**config.mk**
```make
export PLATFORM = sky130hd
export DESIGN_NAME = nest_array
export DESIGN_NICKNAME = d
export VERILOG_FILES = /design/src/rtl/nest_array_pkg.sv /design/src/rtl/collision_square.sv /design/src/rtl/nest_prio_enc.sv /design/src/rtl/nest_array.sv
export SDC_FILE = /design/constraint.sdc
export NUM_CORES = 1
export LEC_CHECK = 0
export ABC_AREA = 1
export BUFFER_PORTS_ARGS = -buffer_cell sky130_fd_sc_hd__buf_4
export CAP_MARGIN = 20
export CORE_ASPECT_RATIO = 1.75
export CORE_UTILIZATION = 59
export CTS_CLUSTER_DIAMETER = 100
export DETAILED_ROUTE_END_ITERATION = 8
export HOLD_SLACK_MARGIN = 0.05
export PLACE_DENSITY = 0.88
export SYNTH_ARGS = -nofsm -noshare
export SYNTH_HDL_FRONTEND = slang
export SYNTH_HIERARCHICAL = 1
export SYNTH_SLANG_ARGS = --single-unit
```
**constraint.sdc**
```tcl
create_clock -name Clk -period 8.4 [get_ports Clk]
set_input_delay 0.42 -clock Clk [delete_from_list [all_inputs] [get_ports Clk]]
set_output_delay 0.42 -clock Clk [all_outputs]
set_load 0.02 [all_outputs]
```
**src/rtl/nest_array_pkg.sv**
```systemverilog
// Shared world parameters for the nest objects and helpers for index widths.
package nest_array_pkg;

   // Screen coordinate widths shared with the ant and food objects
   localparam int X_bits        = 10;
   localparam int Y_bits        = 10;

   // Half-width of a nest's square footprint, in pixels
   localparam int NEST_RADIUS   = 4;

   // Upper bound on nest slots and default food counter width
   localparam int MAX_NESTS     = 16;
   localparam int NEST_CNT_BITS = 16;

   // Width of an index into n slots, never narrower than one bit
   function automatic int id_width(input int n);
      return (n > 1) ? $clog2(n) : 1;
   endfunction

endpackage

```
**src/rtl/collision_square.sv**
```systemverilog
// Square hit test: a point is inside when both axis distances are within RADIUS.
module collision_square
   import nest_array_pkg::*;
#(
   parameter int XW     = X_bits,
   parameter int YW     = Y_bits,
   parameter int RADIUS = NEST_RADIUS
) (
   input  logic          i_valid,
   input  logic [XW-1:0] i_px,
   input  logic [YW-1:0] i_py,
   input  logic [XW-1:0] i_x,
   input  logic [YW-1:0] i_y,
   output logic          o_hit
);

   // Radius widened by one bit so large radii cannot truncate
   localparam logic [XW:0] C_RX = (XW+1)'(RADIUS);
   localparam logic [YW:0] C_RY = (YW+1)'(RADIUS);

   logic [XW-1:0] w_dx;
   logic [YW-1:0] w_dy;

   // Unsigned absolute distances, subtracting the smaller from the larger so nothing wraps
   always_comb begin
      w_dx  = (i_px >= i_x) ? (i_px - i_x) : (i_x - i_px);
      w_dy  = (i_py >= i_y) ? (i_py - i_y) : (i_y - i_py);
      o_hit = i_valid && ({1'b0, w_dx} <= C_RX) && ({1'b0, w_dy} <= C_RY);
   end

endmodule

```
**src/rtl/nest_prio_enc.sv**
```systemverilog
// Lowest-index priority encoder: reports whether any slot hit and which one wins.
module nest_prio_enc #(
   parameter int N       = 4,
   parameter int ID_BITS = 2
) (
   input  logic [N-1:0]       i_hit,
   output logic               o_flag,
   output logic [ID_BITS-1:0] o_id
);

   // Scan from the top down so the lowest hitting index is written last and wins
   always_comb begin
      o_flag = |i_hit;
      o_id   = '0;
      for (int k = N - 1; k >= 0; k--) begin
         if (i_hit[k]) begin
            o_id = ID_BITS'(k);
         end
      end
   end

endmodule

```
**src/rtl/nest_array.sv**
```systemverilog
// Array of up to N_NESTS nests: sequential setup loading, prioritised render and
// collision queries, and per-nest saturating food counters fed by ant deposits.
module nest_array
   import nest_array_pkg::*;
#(
   parameter int N_NESTS  = 4,
   parameter int RADIUS   = NEST_RADIUS,
   parameter int CNT_BITS = NEST_CNT_BITS,
   parameter int ID_BITS  = id_width(N_NESTS)
) (
   input  logic                         Clk,
   input  logic                         RESET,
   input  logic                         SETUP_PHASE,
   input  logic                         SET,
   input  logic [X_bits-1:0]            in_x,
   input  logic [Y_bits-1:0]            in_y,
   output logic                         setup_full,
   output logic [ID_BITS:0]             loaded,
   input  logic [X_bits-1:0]            render_X,
   input  logic [Y_bits-1:0]            render_Y,
   output logic                         renderNest,
   output logic [ID_BITS-1:0]           render_id,
   input  logic [X_bits-1:0]            collide_x,
   input  logic [Y_bits-1:0]            collide_y,
   output logic                         collision,
   output logic [ID_BITS-1:0]           collide_id,
   input  logic                         deposit,
   output logic                         deposit_ack,
   output logic                         deposit_miss,
   output logic [N_NESTS*X_bits-1:0]    nest_x,
   output logic [N_NESTS*Y_bits-1:0]    nest_y,
   output logic [N_NESTS*CNT_BITS-1:0]  food_count
);

   localparam logic [ID_BITS:0] C_FULL = (ID_BITS+1)'(N_NESTS);

   logic               r_setup_d;
   logic [ID_BITS:0]   r_wr_ptr;
   logic               r_ack;
   logic               r_miss;
   logic [N_NESTS-1:0] r_valid;

   logic               w_entry;
   logic [ID_BITS:0]   w_ptr_eff;
   logic               w_load;
   logic               w_dep_ok;
   logic               w_dep_miss;
   logic [N_NESTS-1:0] w_hit_r;
   logic [N_NESTS-1:0] w_hit_c;
   logic               w_coll;
   logic [ID_BITS-1:0] w_cid;
   logic               w_rend;
   logic [ID_BITS-1:0] w_rid;

   // On the entry cycle the pointer is treated as already cleared, so a SET there lands in slot 0
   assign w_entry    = SETUP_PHASE & ~r_setup_d;
   assign w_ptr_eff  = w_entry ? '0 : r_wr_ptr;
   assign w_load     = SETUP_PHASE & SET & (w_ptr_eff < C_FULL);
   assign w_dep_ok   = ~SETUP_PHASE & deposit & w_coll;
   assign w_dep_miss = ~SETUP_PHASE & deposit & ~w_coll;

   // Setup edge detector, write pointer and the one-cycle deposit response pulses
   always_ff @(posedge Clk or posedge RESET) begin
      if (RESET) begin
         r_setup_d <= 1'b0;
         r_wr_ptr  <= '0;
         r_ack     <= 1'b0;
         r_miss    <= 1'b0;
      end else begin
         r_setup_d <= SETUP_PHASE;
         r_wr_ptr  <= w_load ? (w_ptr_eff + 1'b1) : w_ptr_eff;
         r_ack     <= w_dep_ok;
         r_miss    <= w_dep_miss;
      end
   end

   genvar gi;
   generate
      for (gi = 0; gi < N_NESTS; gi++) begin : g_slot
         localparam logic [ID_BITS:0]   C_SLOT = (ID_BITS+1)'(gi);
         localparam logic [ID_BITS-1:0] C_ID   = ID_BITS'(gi);

         logic [X_bits-1:0]   r_x;
         logic [Y_bits-1:0]   r_y;
         logic [CNT_BITS-1:0] r_cnt;
         logic                w_sel;

         assign w_sel = w_load && (w_ptr_eff == C_SLOT);

         // Slot position and valid flag: cleared on setup entry, written when the pointer selects it
         always_ff @(posedge Clk or posedge RESET) begin
            if (RESET) begin
               r_valid[gi] <= 1'b0;
               r_x         <= '0;
               r_y         <= '0;
            end else begin
               if (w_entry) begin
                  r_valid[gi] <= w_sel;
               end else if (w_sel) begin
                  r_valid[gi] <= 1'b1;
               end
               if (w_sel) begin
                  r_x <= in_x;
                  r_y <= in_y;
               end
            end
         end

         // Food counter: cleared on setup entry, saturating increment on an accepted deposit here
         always_ff @(posedge Clk or posedge RESET) begin
            if (RESET) begin
               r_cnt <= '0;
            end else if (w_entry) begin
               r_cnt <= '0;
            end else if (w_dep_ok && (w_cid == C_ID) && (r_cnt != {CNT_BITS{1'b1}})) begin
               r_cnt <= r_cnt + 1'b1;
            end
         end

         collision_square #(
            .XW     (X_bits),
            .YW     (Y_bits),
            .RADIUS (RADIUS)
         ) u_sq_render (
            .i_valid (r_valid[gi]),
            .i_px    (render_X),
            .i_py    (render_Y),
            .i_x     (r_x),
            .i_y     (r_y),
            .o_hit   (w_hit_r[gi])
         );

         collision_square #(
            .XW     (X_bits),
            .YW     (Y_bits),
            .RADIUS (RADIUS)
         ) u_sq_collide (
            .i_valid (r_valid[gi]),
            .i_px    (collide_x),
            .i_py    (collide_y),
            .i_x     (r_x),
            .i_y     (r_y),
            .o_hit   (w_hit_c[gi])
         );

         assign nest_x[gi*X_bits +: X_bits]       = r_x;
         assign nest_y[gi*Y_bits +: Y_bits]       = r_y;
         assign food_count[gi*CNT_BITS +: CNT_BITS] = r_cnt;
      end
   endgenerate

   nest_prio_enc #(
      .N       (N_NESTS),
      .ID_BITS (ID_BITS)
   ) u_enc_render (
      .i_hit  (w_hit_r),
      .o_flag (w_rend),
      .o_id   (w_rid)
   );

   nest_prio_enc #(
      .N       (N_NESTS),
      .ID_BITS (ID_BITS)
   ) u_enc_collide (
      .i_hit  (w_hit_c),
      .o_flag (w_coll),
      .o_id   (w_cid)
   );

   assign renderNest   = w_rend;
   assign render_id    = w_rid;
   assign collision    = w_coll;
   assign collide_id   = w_cid;
   assign setup_full   = (r_wr_ptr == C_FULL);
   assign loaded       = r_wr_ptr;
   assign deposit_ack  = r_ack;
   assign deposit_miss = r_miss;

endmodule

```
; ---- Word-level counts from Yosys, hierarchy flattened
; Index checks and enable logic that the tools add are counted.
[word_totals]
elab_cells = 192
ff_bits = 154
[op_classes]
muxes = 42
addsub = 37
reduce_logical = 40
order_cmp = 33
n_eq_ne = 11
bitwise_logic = 9
[op_table]
columns = cell, count
row1 = 10-bit subtractor, 32
row2 = 10-bit greater-or-equal comparator, 16
row3 = 10-bit by 3-bit less-or-equal comparator with 1-bit output (second input constant), 16
row4 = 10-bit two-way mux, 16
row5 = 16-bit two-way mux, 8
row6 = 16-bit by 1-bit adder with 16-bit output (second input constant), 4
row7 = 16-bit inequality test (second input constant), 4
row8 = 1-bit logical AND, 28
row9 = 2-bit two-way mux, 8
row10 = 2-bit nonzero test, 8
row11 = 1-bit two-way mux, 8
row12 = 4-bit OR reduction, 2
row13 = 1-bit AND, 6
row14 = 3-bit by 2-bit equality test with 1-bit output (second input constant), 2
row15 = 3-bit two-way mux, 2
row16 = 2-bit equality test (second input constant), 2
row17 = 3-bit by 1-bit adder with 3-bit output (second input constant), 1
row18 = 3-bit by 1-bit equality test with 1-bit output (second input constant), 1
row19 = 3-bit equality test (second input constant), 1
row20 = 3-bit zero test, 1
row21 = 3-bit < comparator (second input constant), 1
row22 = 1-bit NOT, 3
row23 = 2-bit by 1-bit equality test with 1-bit output (second input constant), 1
row24 = 2-bit zero test, 1

; ---- Longest topological paths before layout
[depth]
depth_word = 14
depth_mapped = 28
mapped_depth_nobuf = 27

; ---- By module
; Netlist, hierarchy kept.
[modules_own_cells]
columns = mod, area_each_um2, instances, cells_each, seq_area_each_um2
row1 = collision_square, 2327.2, 8, 460, 0.0
row2 = nest_array, 7627.3, 1, 935, 3853.7
row3 = nest_prio_enc, 46.3, 2, 9, 0.0

; ---- Worst setup path after synthesis
; OpenSTA, ideal clock, no wires.
[synth_timing]
kind = reg-to-reg
startpoint = register g_slot[3].r_x[5]
endpoint = register g_slot[1].r_cnt[2]
t_arrival_ps = 3135
setup_slack_ps = 5199
path_buffers = 1
path_stages_with_launch = 22
required_time_ps = 8334
cell_sequence = dfrtp_1 -> ha_1 -> nand2_2 -> inv_2 -> a21oi_2 -> nand2_4 -> a21oi_4 -> nand2_1 -> nand2_1 -> nand2_1 -> nor2_1 -> nand3_1 -> nor2_2 -> nand2_1 -> a21oi_2 -> nand2_1 -> nor2_1 -> inv_1 -> nor2_2 -> buf_2 -> nand3_1 -> nand2_1
[synth_between]
elab_chain_len = 13
elab_cells_between_ends = 17
classes_between = add/sub (2) / order compare (2) / eq/ne (1) / mux (5) / bitwise (1) / reduce/logical (6)
[synth_rtl]
columns = element, line_no
row1 = from (decl), nest_array.sv:83  ; logic [X_bits-1:0] r_x;
row2 = from (signal assigned), nest_array.sv:103  ; r_x <= in_x;
row3 = 10-bit subtractor / 10-bit greater-or-equal comparator (equally long branches), collision_square.sv:26  ; w_dx = (i_px >= i_x) ? (i_px - i_x) : (i_x - i_px);
row4 = 10-bit two-way mux *, collision_square.sv:26
row5 = 10-bit by 3-bit less-or-equal comparator with 1-bit output *, collision_square.sv:28  ; o_hit = i_valid && ({1'b0, w_dx} <= C_RX) && ({1'b0, w_dy} <= C_RY);
row6 = 1-bit logical AND * (2 in series), collision_square.sv:28
row7 = net w_hit_c[3], nest_array.sv:49  ; logic [N_NESTS-1:0] w_hit_c;
row8 = 2-bit two-way mux * (4 in series), nest_prio_enc.sv:16  ; if (i_hit[k]) begin
row9 = net collide_id[0], nest_array.sv:26  ; output logic [ID_BITS-1:0] collide_id,
row10 = 2-bit by 1-bit equality test with 1-bit output *, nest_array.sv:115  ; end else if (w_dep_ok && (w_cid == C_ID) && (r_cnt != {CNT_BITS{1'b1}})) begin
row11 = 1-bit logical AND * (2 in series), nest_array.sv:115
row12 = 2-bit nonzero test (no line) *, n/a
row13 = to (signal assigned), nest_array.sv:116  ; r_cnt <= r_cnt + 1'b1;
row14 = to (decl), nest_array.sv:85  ; logic [CNT_BITS-1:0] r_cnt;
; The timed path passes the listed nets; every way through them passes the cells marked *.
; A chain may end at the register's enable or synchronous reset.

; ---- Worst setup path in the final report
[layout_timing]
startpoint = register g_slot[2].r_x[8]
endpoint = register g_slot[1].r_cnt[11]
[layout_between]
elab_chain_len = 12
elab_cells_between_ends = 16
classes_between = add/sub (2) / order compare (2) / eq/ne (1) / mux (4) / bitwise (1) / reduce/logical (6)
[layout_rtl]
columns = element, line_no
row1 = from (decl), nest_array.sv:83
row2 = from (signal assigned), nest_array.sv:103
row3 = 10-bit subtractor / 10-bit greater-or-equal comparator (equally long branches), collision_square.sv:26
row4 = 10-bit two-way mux *, collision_square.sv:26
row5 = 10-bit by 3-bit less-or-equal comparator with 1-bit output *, collision_square.sv:28
row6 = 1-bit logical AND * (2 in series), collision_square.sv:28
row7 = net w_hit_c[2], nest_array.sv:49
row8 = 2-bit two-way mux (3 in series), nest_prio_enc.sv:16
row9 = 2-bit by 1-bit equality test with 1-bit output, nest_array.sv:115
row10 = 1-bit logical AND * (2 in series), nest_array.sv:115
row11 = 2-bit nonzero test (no line) *, n/a
; Marks and branches as above.

==> metrics.csv <==
metric,value,unit
CP dominant cell by count,nand2_1,
status,"complete, no violations",
gr ovfl total,0,
"Largest delay share family, worst path",simple AND/OR/NAND/NOR gates,
Area growth syn-to-layout,10.2,%
Ant. Diodes,0,
GRT Util Overall,0.365,
period utilization,0.499,
DRT antenna net count,0,
post-synthesis cell count,4633,
DR vias,29417,
clk_skew,0.0155,ns
gpl congestion,1.03,
leading area contributor after synthesis,nand2_1,
YS warnings,6,
final WL,83600,um
I/O pin count,221,
highest clock rate,238,MHz
min cycle time layout,4.19,ns
WP data arrival,4.60,ns
initial antenna violation count,0,
Placed Area,28400,um2
clk buf depth,2,
LEAKAGE,0.0177,uW
Worst-Margin Slew,0.947,ns
Setup crit end kind,flip-flop,
Final nets,5211,
ys flop type,dfrtp_1,
die footprint,45500,um2
relative slew slack,0.368,
# Post-CTS Setup Buffers,0,
"Req. time, crit path",8.81,ns
# DRC,0,
layout cells sized above 1,0.116,
CTS Hold Buffers Added,0,
sequence of cells on the critical path,ha_1 > nand2_1 > inv_1 > a21oi_1 > nand2_2 > a21oi_4 > nand2_1 > nand2_1 > nand3_2 > nor2_1 > nand2_1 > nor2_2 > inv_2 > nand4_1 > nand3_2 > nor2_1 > inv_1 > nor2_2 > nand3_1 > nand2_1,
die width,162,um
Starting Density,0.596,
crit-path max FO,16,
H-Tree Depth,4,
I/O Buffers,220,
Setup CP Type,flip-flop to flip-flop,
"EDFF count, synth",0,
RSZ-0062 raised after global routing,no,
# setup viols final,0,
WL/cell,15.4,um
register bit count reported by yosys,154,
Pwr Total,10200,uW
async set-reset flop share out of synthesis,1.00,
Worst VDD drop,0.000198,V
core area,44200,um2
Syn Area/Cell,5.68,um2
hpwl dp,69000,um
Post-Syn Area,26300,um2
maxcap violations,0,
CTS clock-pin slew for the worst setup and hold paths,0.08,ns
pwr dens,351,nW/um2
"Seq/Total Area, Yosys",0.146,
clk sinks,154,
Critical Path Max Stage Delay,0.54,ns
highest-delay cell along the critical path,nor2_2,
max-slew violation count,0,
DRT iter0 DRCs,2041,
Worst Path Buf+Inv,3,
first-pass GRT wire length,132000,um
row count,102,
CTS tree,done,
Mapped Nets,5010,
Hold Crit Class,input pin to flip-flop,
Layout fillers,4253,
Clock Latency Late Sink,0.47,ns
Yosys top cell area share,0.247,
largest net degree at the start of global routing,101,
Pre-antenna DRT Iters,8,
synth cell count leaders,"nand2_1 (1730), inv_1 (893), nand3_1 (482), ha_1 (312), nor2_1 (245)",
Root Driver,clkbuf_16,
final hold vios,0,
most frequent cell after synthesis,nand2_1,
ranking of synthesized cells by area,"nand2_1 (25%), ha_1 (15%), dfrtp_1 (15%)",
Resize count post-CTS,0,
CTS Buf Count,17,
Synth cell types,33,
Finished Cell Area,29000,um2
Startpoint Class,flip-flop,
vias in the first global route,27825,
Final TNS setup,0,ns
Vert. Die Dim,282,um
drt via density,5.43,
worst register-to-register path: cells and delay by family (launching register included):
kind / cells / cell delay [ns]
AOI/OAI and AO/OA: 2 / 0.49
buffers and inverters: 3 / 0.25
DFF: 1 / 0.51
and+or+nand+nor: 14 / 2.47
adders and majority gates: 1 / 0.43
layout make-up:
class	count	area (um2)	share of cell area
clock inverters	14	158	0.00543
clock buffers	18	429	0.0148
well taps	572	716	0.0247
flip-flops and latches	154	3850	0.133
repair buffers	222	1670	0.0574
inverters	931	3500	0.121
multi-input cells	3508	18700	0.644
power breakdown:
| part | switching (uW) | total [uW] | internal [uW] |
|---|---|---|---|
| Clock | 389 | 812 | 422 |
| Combinational | 5180 | 7960 | 2780 |
| Sequential | 472 | 1410 | 935 |
cells by family after synthesis:
kind of cell             share of synthesized area
AO/OA/AOI/OAI                               0.0854
buffers and inverters                        0.144
adder cells (fa/ha/maj)                      0.148
AND/OR/NAND/NOR                              0.467
flip-flops                                   0.146
XOR/XNOR                                   0.00831
per-layer routing:
| metal | track usage | share of wire | vias up |
|---|---|---|---|
| met4 | 0.314 | 0.098 | 0 |
| met1 | 0.360 | 0.36 | 13163 |
| met2 | 0.668 | 0.49 | 1127 |
| met3 | 0.0519 | 0.058 | 407 |
| met5 | 0 | 0 | - |
| li1 | - | - | 14720 |
stage by stage:
stage                     cells  setup WS [ns]   util  hold slack, ns
final                      5419           4.21  0.657          0.0886
after floorplan            4633           3.83      -           0.451
after global placement     5387           4.23  0.644           0.535
after CTS                  5419           4.25  0.657          0.0807
after global routing       5419           3.92  0.657          0.0912
after detailed placement   5387           4.13  0.644           0.540
layout by cell type (no fill, tap or decap), drive strengths merged, types with 9 or more instances in the layout:
| cell | count |
|---|---|
| or2 | 29 |
| inv | 938 |
| clkbuf | 18 |
| nand2 | 1844 |
| xor2 | 25 |
| nor2 | 309 |
| nand3 | 502 |
| dfrtp | 154 |
| o21ai | 131 |
| a21oi | 212 |
| nand4 | 74 |
| nand3b | 26 |
| o21a | 32 |
| buf | 222 |
| ha | 312 |
| o21bai | 9 |
flip-flops by register name, summed over array words and instances, names as in the netlist:
signal        cells
g_slot.r_cnt     64
g_slot.r_x       40
g_slot.r_y       40
r_valid           4
loaded            3
deposit_ack       1
deposit_miss      1
r_setup_d         1
worst paths after layout:
path                                              start                               to  slack [ns]  depth (start not counted)
hold / removal                              SETUP_PHASE              r_setup_d$_DFF_PP0_        0.09                          1
min in group asynchronous                         RESET   g_slot[2].r_cnt[7]$_DFFE_PP0P_        0.16                          2
hold reg to reg                  r_valid[2]$_DFFE_PP0P_           r_valid[2]$_DFFE_PP0P_        0.55                          2
setup / recovery           g_slot[2].r_x[8]$_DFFE_PP0P_  g_slot[1].r_cnt[11]$_DFFE_PP0P_        4.21                         20
setup reg to reg           g_slot[2].r_x[8]$_DFFE_PP0P_  g_slot[1].r_cnt[11]$_DFFE_PP0P_        4.21                         20
max in group asynchronous                         RESET   g_slot[0].r_cnt[4]$_DFFE_PP0P_        6.93                          3
Note: power is estimated with default switching activity, not from simulation.
